**src/rtl/timer_pkg.sv**
```systemverilog
`default_nettype none
// ============================================================================
// Module : timer_pkg
// Brief  : Shared state encoding, value ranges and helpers for the
//          minute/second stopwatch and countdown timer blocks.
// Rev    : 1.0  initial release
// ============================================================================
package timer_pkg;

    localparam int MIN_W      = 2;
    localparam int SEC_W      = 6;
    localparam int MAX_SECOND = 59;
    localparam int MAX_MINUTE = 3;

    typedef enum logic [1:0] {
        ST_IDLE    = 2'd0,
        ST_RUN     = 2'd1,
        ST_PAUSE   = 2'd2,
        ST_EXPIRED = 2'd3
    } state_t;

    function automatic logic [SEC_W-1:0] clamp_second(input logic [SEC_W-1:0] s);
        return (s > SEC_W'(MAX_SECOND)) ? SEC_W'(MAX_SECOND) : s;
    endfunction

endpackage
`default_nettype wire

```
**src/rtl/edge_pulse.sv**
```systemverilog
`default_nettype none
// ============================================================================
// Module : edge_pulse
// Brief  : Converts a button level into a single-cycle rising-edge pulse.
// Rev    : 1.0  initial release
// ============================================================================
module edge_pulse (
    input  logic clk,
    input  logic reset,
    input  logic level,
    output logic pulse
);

    logic prev_q;
    logic prev_d;

    always_comb begin
        prev_d = level;
    end

    // prev clears on reset, so a level held through reset release yields one press
    always_ff @(posedge clk or posedge reset) begin
        if (reset) begin
            prev_q <= 1'b0;
        end else begin
            prev_q <= prev_d;
        end
    end

    assign pulse = level & ~prev_q;

endmodule
`default_nettype wire

```
**src/rtl/countdown_timer.sv**
```systemverilog
`default_nettype none
// ============================================================================
// Module : countdown_timer
// Brief  : Loadable minute/second countdown with start/pause buttons and a
//          one-cycle expiry pulse.
// Rev    : 1.0  initial release
// ============================================================================
module countdown_timer
    import timer_pkg::*;
#(
    parameter int TICK_DIV = 1
) (
    input  logic             clk,
    input  logic             reset,
    input  logic             load,
    input  logic [MIN_W-1:0] set_minute,
    input  logic [SEC_W-1:0] set_second,
    input  logic             start,
    input  logic             stop,
    output logic [MIN_W-1:0] minute,
    output logic [SEC_W-1:0] second,
    output logic             running,
    output logic             done
);

    localparam int PW = (TICK_DIV > 1) ? $clog2(TICK_DIV) : 1;

    logic start_pulse;
    logic stop_pulse;

    state_t           state_q,   state_d;
    logic [MIN_W-1:0] minute_q,  minute_d;
    logic [SEC_W-1:0] second_q,  second_d;
    logic [PW-1:0]    presc_q,   presc_d;
    logic             running_q, running_d;
    logic             done_q,    done_d;

    logic             count_zero;
    logic [MIN_W-1:0] minute_step;
    logic [SEC_W-1:0] second_step;
    logic             step_zero;

    edge_pulse u_start_edge (
        .clk   (clk),
        .reset (reset),
        .level (start),
        .pulse (start_pulse)
    );

    edge_pulse u_stop_edge (
        .clk   (clk),
        .reset (reset),
        .level (stop),
        .pulse (stop_pulse)
    );

    // Value the count would take on a step; borrow from minutes at :00
    always_comb begin
        count_zero = (minute_q == '0) && (second_q == '0);
        if (second_q != '0) begin
            second_step = second_q - SEC_W'(1);
            minute_step = minute_q;
        end else begin
            second_step = SEC_W'(MAX_SECOND);
            minute_step = minute_q - MIN_W'(1);
        end
        step_zero = (minute_step == '0) && (second_step == '0);
    end

    always_comb begin
        state_d  = state_q;
        minute_d = minute_q;
        second_d = second_q;
        presc_d  = presc_q;
        done_d   = 1'b0;

        if (load) begin
            minute_d = set_minute;
            second_d = clamp_second(set_second);
            state_d  = ST_IDLE;
            presc_d  = '0;
        end else begin
            case (state_q)
                ST_IDLE: begin
                    if (!stop_pulse && start_pulse && !count_zero) begin
                        state_d = ST_RUN;
                        presc_d = '0;
                    end
                end
                ST_RUN: begin
                    if (stop_pulse) begin
                        state_d = ST_PAUSE;
                    end else if (presc_q == PW'(TICK_DIV - 1)) begin
                        presc_d = '0;
                        if (!count_zero) begin
                            minute_d = minute_step;
                            second_d = second_step;
                            if (step_zero) begin
                                state_d = ST_EXPIRED;
                                done_d  = 1'b1;
                            end
                        end
                    end else begin
                        presc_d = presc_q + PW'(1);
                    end
                end
                ST_PAUSE: begin
                    if (!stop_pulse && start_pulse) begin
                        state_d = ST_RUN;
                        presc_d = '0;
                    end
                end
                default: begin
                    state_d = ST_EXPIRED;
                end
            endcase
        end

        running_d = (state_d == ST_RUN);
    end

    always_ff @(posedge clk or posedge reset) begin
        if (reset) begin
            state_q   <= ST_IDLE;
            minute_q  <= '0;
            second_q  <= '0;
            presc_q   <= '0;
            running_q <= 1'b0;
            done_q    <= 1'b0;
        end else begin
            state_q   <= state_d;
            minute_q  <= minute_d;
            second_q  <= second_d;
            presc_q   <= presc_d;
            running_q <= running_d;
            done_q    <= done_d;
        end
    end

    assign minute  = minute_q;
    assign second  = second_q;
    assign running = running_q;
    assign done    = done_q;

endmodule
`default_nettype wire

```
**config.mk**
```make
export PLATFORM = sky130hd
export DESIGN_NAME = countdown_timer
export DESIGN_NICKNAME = d
export VERILOG_FILES = /design/src/rtl/timer_pkg.sv /design/src/rtl/edge_pulse.sv /design/src/rtl/countdown_timer.sv
export SDC_FILE = /design/constraint.sdc
export NUM_CORES = 1
export LEC_CHECK = 0
export CORE_UTILIZATION = 41
export CTS_CLUSTER_SIZE = 8
export DETAILED_ROUTE_END_ITERATION = 12
export PLACE_DENSITY = 0.73
export SYNTH_ARGS = -nofsm -noshare
export SYNTH_HDL_FRONTEND = slang
export SYNTH_SLANG_ARGS = --single-unit
```
**constraint.sdc**
```tcl
create_clock -name clk -period 1.65 [get_ports clk]
set_input_delay 0.33 -clock clk [delete_from_list [all_inputs] [get_ports clk]]
set_output_delay 0.33 -clock clk [all_outputs]
set_load 0.005 [all_outputs]
```
==> impl_metrics.toml, run 1 <==
[synthesis]
synth.distinct_cells = 36
yosysTopAreaCell = "dfrtp_1"
async_flop_share_pct = 100.0
seq_area_frac_synth_pct = 42.75
synth_commonest_cells = "dfrtp_1, inv_1, nand2_1, nor2_1"
yosysTopAreaCellShare_pct = 42.75
ys_warn_count = 0
syn_area_um2 = 819.5
synth.avg_cell_area_um2 = 9.313
ys.flop_type = "dfrtp_1"
ys_top_cells_by_area = "dfrtp_1, ha_1, inv_1"
synth_nets = 104
synth_seq_cells = 14
synth_edf_count = 0
syn_inst = 88
synth.most_common_cell = "dfrtp_1"

[power]
power.total_w = 0.0009774
ir_drop_mv = 0.5416
leakage_nw = 0.6335
p_per_area_nw_per_um2 = 685.8

[floorplan]
die_h_um = 46.71
core_um2 = 1802
rows = 15
die_x_um = 46.71
io_pins = 23
start_util_pct = 45.49
die-area_um2 = 2182

[timing]
maxSlewHeadroom_pct = 62.77
worst_slack_ps = -135.1
rsz0062_at_grt = "true"
period_minus_slack_ps = 1785
skew_ps = 0.7830
tns_ps = -661.7
fmax_mhz = 560.2
finalHoldViolCount = 0
worstMarginPinSlew_ps = 557.8
slew_viol_final = 0
period_share_pct = 108.2
setup_violations = 8

[clock_tree]
clk_latency_ps = 290
cts_max_level = 1
cts_hold_buf = 0
clock-sinks = 14
clockBufferDepth = 2
cts_made_buffers = 3
cts.clk_slew.worst_paths_ps = 80
tritoncts = "done"
root_buffer = "clkbuf_4"

[route]
first_pass_iters = 4
drtIter0Drc = 28
num_vias = 867
routed_via_density = 5.385
wl_per_cell_um = 16.08
final_antenna_net_count = 0
drt-total-wl_um = 2589
drcViolationCount = 0

[cells_and_area]
area_growth_pct = 73.89
diodes = 0
n_fill_cell = 122
instances_no_fill = 161
fin_nets = 154
final_layout_size_suffix_gt1_share_pct = 38.97

[grt]
antenna_found_initial = 0
grt-ovfl-total = 0
grt_max_degree = 15
grt_pass1_wl_um = 3815
grt_pass1_vias = 838
grt.total_usage_pct = 25.48

[status]
status = "finished, violations left"
violations = "setup timing"

[critical_path]
worstSetupPathType = "reg -> reg"
cp-end-kind = "register"
worst-r2r-cell-count = 7
r2r-start = "second[0]"
setup.worst_path.start_class = "register"
critPathMaxFanout = 7
worst_ep_arrival_time_ps = 1950
rr_endpoint = "second[5]"
required_ps = 1820
r2r_slack_ps = -140

[place]
placed_cells = 148
dp_hpwl_um = 1682
io_buffer_count = 22
place_congestion = 0.9194

[run]
timing.max_cap.violations = 0

[min_path]
min_path_type = "in -> async"
final cells by class:
type / instances / area (um2) / area share (%)
Timing Repair Buffer: 47 / 439.2 / 30.82
Tap cell: 25 / 31.28 / 2.195
Sequential cell: 14 / 354.1 / 24.85
Inverter: 10 / 37.54 / 2.634
Clock buffer: 3 / 22.52 / 1.580
Multi-Input combinational cell: 62 / 540.5 / 37.93
worst max path at each step:
stage	slack [ps]	start	cells past startpoint	to
after detailed placement	-150	stop	6	second[5]
final	-140	second[0]	7	second[5]
after global placement	-100	second[1]	7	second[5]
after CTS	-70	second[1]	7	second[5]
after global routing	-200	second[1]	7	second[2]
after floorplan	-6	second[0]	7	second[3]
registers in the layout, summed over array words and instances, names as in the netlist:
name,count
second,6
minute,2
state_q,2
done,1
running,1
u_start_edge.prev_q,1
u_stop_edge.prev_q,1
routing by layer:
metal | up-vias | routed length, um | global-route usage (%)
li1 | 413 | - | -
met1 | 418 | 1134 | 33.73
met2 | 32 | 1285 | 42.50
met3 | 4 | 131 | 3.529
met4 | 0 | 37 | 8.571
met5 | - | 0 | 0
per-stage QoR:
stage	hold WS [ps]	util [%]	worst slack (ps)	area, um2
2_1_floorplan	219.2	-	-5.811	852.1
3_3_place_gp	577.4	67.08	-96.92	1209
3_5_place_dp	588.8	67.08	-148.0	1209
4_1_cts	420.2	72.36	-74.43	1304
5_1_grt	468.1	79.10	-197.6	1425
6_report	392.2	79.10	-135.1	1425
power breakdown:
group          internal (W)  switching, W  total (W)
Clock             0.0000849      0.000115   0.000200
Sequential         0.000371     0.0000331   0.000404
Combinational      0.000211      0.000163   0.000374
Total              0.000667      0.000311   0.000977
critical path: stages, from the launching register on:
cell	delay, ps
dfrtp_2	440
inv_2	90
ha_4	150
or2b_4	280
nor2b_4	220
a21oi_4	130
a221oi_2	300
a21oi_1	70
repair_timing:
| item | in CTS | in global routing |
|---|---|---|
| gates resized for setup | 7 | 21 |
| buffers inserted | 5 | 5 |
| pin swaps | 2 | 8 |
| setup endpoints to repair | 10 | 15 |
kinds of logic after synthesis:
logic type / synth area share, %
AO/OA/AOI/OAI: 18.47
XOR/XNOR: 4.274
adder cells (fa/ha/maj): 4.581
buffers and inverters: 5.497
flip-flops: 42.75
multiplexers: 1.221
AND/OR/NAND/NOR: 23.21
placed cells by master (no fill, tap or decap), drive strengths merged, types with 2 or more instances in the layout:
cell type and instances:
dfrtp 14, buf 25, clkdlybuf4s50 17, dlymetal6s2s 5
a221oi 2, nand3 2, nor2 6, xnor2 4
a31oi 2, clkbuf 3, nor2b 4, ha 3
inv 10, a21oi 5, nand2 6, o21ai 3
nor3 6
Power figures use the tool's default switching activity.
==> run 2: changes to the inputs <==
Settings changed: CAP_MARGIN set to 20.
==> results of run 2 <==
Final layout, timing and power as in run 1 (identical DEF).
==> run 3: changes to the inputs <==
Settings changed: CORE_UTILIZATION 41 to 46, CTS_CLUSTER_SIZE 8 to 25, PLACE_DENSITY 0.73 to 0.77.
Clock period 1.65 ns to 1.7 ns, I/O delays scaled along.
==> run 3 against run 2 <==
Effect of this change:
- the flow still finishes with violations (setup timing)
- critical endpoint unchanged
- clock skew increased by 6.8 ps
- die area fell by 10%
- wire length up 18%
- highest routed layer unchanged
- fmax down 0.94%
- total power increased by 5.2%
- global-route usage rose by 4.6 points
- via count is 7.8% higher
- critical path type unchanged
- cell area fell by 4.1%
==> impl_metrics.toml, run 3 (same netlist as run 1, synthesis figures left out) <==
[timing]
maxSlewHeadroom_pct = 63.02
worstMarginPinSlew_ps = 554.1
worst_slack_ps = -102.1
slew_viol_final = 0
tns_ps = -544.1
finalHoldViolCount = 0
period_share_pct = 106.0
period_minus_slack_ps = 1802
setup_violations = 10
rsz0062_at_grt = "true"
fmax_mhz = 554.9
skew_ps = 7.597

[floorplan]
die_h_um = 44.21
die-area_um2 = 1955
core_um2 = 1577
rows = 14
io_pins = 23
die_x_um = 44.21
start_util_pct = 51.98

[critical_path]
cp_slowest_cell = "a211oi_1"
cp-end-kind = "register"
worstSetupPathType = "reg -> reg"
critPathMaxStageDelay_ps = 460
required_ps = 1890
worst_ep_arrival_time_ps = 1990
critPathMaxFanout = 4
crit_chain = "inv_2, ha_4, a211oi_1, buf_4, nor2_2, a221oi_2, a21oi_1"
setup.worst_path.start_class = "register"

[power]
p_per_area_nw_per_um2 = 752.5
ir_drop_mv = 0.5753
leakage_nw = 0.5726

[cells_and_area]
largest_reg_flops = 6
diodes = 0
final_cell_mix = "clkdlybuf4s50_1, buf_4, dfrtp_1, inv_1, nand2_1"
area_growth_pct = 66.72
final_common_cell = "clkdlybuf4s50_1"
final_layout_size_suffix_gt1_share_pct = 35.11
fin_nets = 148
final_area_um2 = 1366

[route]
num_vias = 935
wl_per_cell_um = 20.84
final_antenna_net_count = 0
drt-total-wl_um = 3064
routed_via_density = 6.361
first_pass_iters = 6
drtIter0Drc = 45
drcViolationCount = 0

[clock_tree]
cts_max_level = 1
tritoncts = "done"
cts_made_buffers = 3
root_buffer = "clkbuf_4"
cts.clk_slew.worst_paths_ps = 100
clk_latency_ps = 300
clock-sinks = 14
clockBufferDepth = 2

[grt]
grt_pass1_vias = 869
grt-ovfl-total = 0
grt.total_usage_pct = 30.09
grt_max_degree = 15
antenna_found_initial = 0
grt_pass1_wl_um = 4215

[run]
timing.max_cap.violations = 0

[place]
dp_slack_ps = -125.9
dp_hpwl_um = 1629
place_congestion = 0.8951
io_buffer_count = 22
place_area_um2 = 1190

[status]
status = "finished, violations left"
violations = "setup timing"

[min_path]
min_path_type = "in -> async"
-- run 3: changes by cell type in the layout (fill, tap and decap cells not counted), sizes merged --
cell	before	now
buf	25	19
clkdlybuf4s50	17	21
dlymetal6s2s	5	1
clkbuf	3	4
-- run 3: layout make-up --
class / count / area (um2)
clock buffers: 4 / 36.28
fillers: 78 / 210.2
inverters: 10 / 37.54
multi-input cells: 62 / 539.3
flip-flops and latches: 14 / 352.8
well taps: 16 / 20.02
repair buffers: 41 / 380.4
-- run 3: layer usage --
metal  part of all wire [%]  vias up  track usage (%)
met4                    5.6        0            13.33
met3                    9.3       24            9.388
met5                      0        -                0
met2                     46       68            46.18
li1                       -      403                -
met1                     39      440            38.96
-- run 3: final timing paths --
path                             from                  end  slack [ps]  depth (start not counted)
max in group asynchronous       reset            second[2]         920                          2
max                         second[0]            second[5]        -100                          7
min reg2reg                state_q[1]           state_q[0]         640                          1
min in group clk                start  u_start_edge.prev_q         510                          1
min                             reset           state_q[1]         380                          2
max reg2reg                 second[0]            second[5]        -100                          7
-- run 3: where the power goes --
part           internal (W)  total [W]  switching, W
registers          0.000359   0.000396     0.0000367
logic              0.000197   0.000367      0.000169
clock network      0.000131   0.000265      0.000134
total              0.000688    0.00103      0.000341
-- run 3: worst max-delay path: cells and delay by family (launching register included) --
| family | cells | cell delay [ps] |
|---|---|---|
| fa+ha+maj | 1 | 170 |
| buf+inv | 2 | 280 |
| simple gates | 1 | 50 |
| flops | 1 | 410 |
| compound gates | 3 | 770 |
-- run 3: metrics by stage --
| stage | total power (W) | utilization, % | cells | hold slack (ps) |
|---|---|---|---|---|
| floorplan | 0.0005189 | - | 88 | 229.2 |
| global placement | 0.0006583 | 75.48 | 138 | 574.6 |
| detailed placement | 0.0006641 | 75.48 | 138 | 583.2 |
| CTS | 0.0009546 | 82.46 | 145 | 397.4 |
| global route | 0.001058 | 86.67 | 147 | 454.2 |
| finish | 0.001028 | 86.67 | 147 | 383.8 |
-- run 3: timing repair --
action / 4_1_cts / 5_1_grt
pin swaps: 5 / 3
hold buffers: 0 / 0
setup buffers: 3 / 2
setup endpoints to repair: 10 / 15
gates resized for setup: 12 / 13
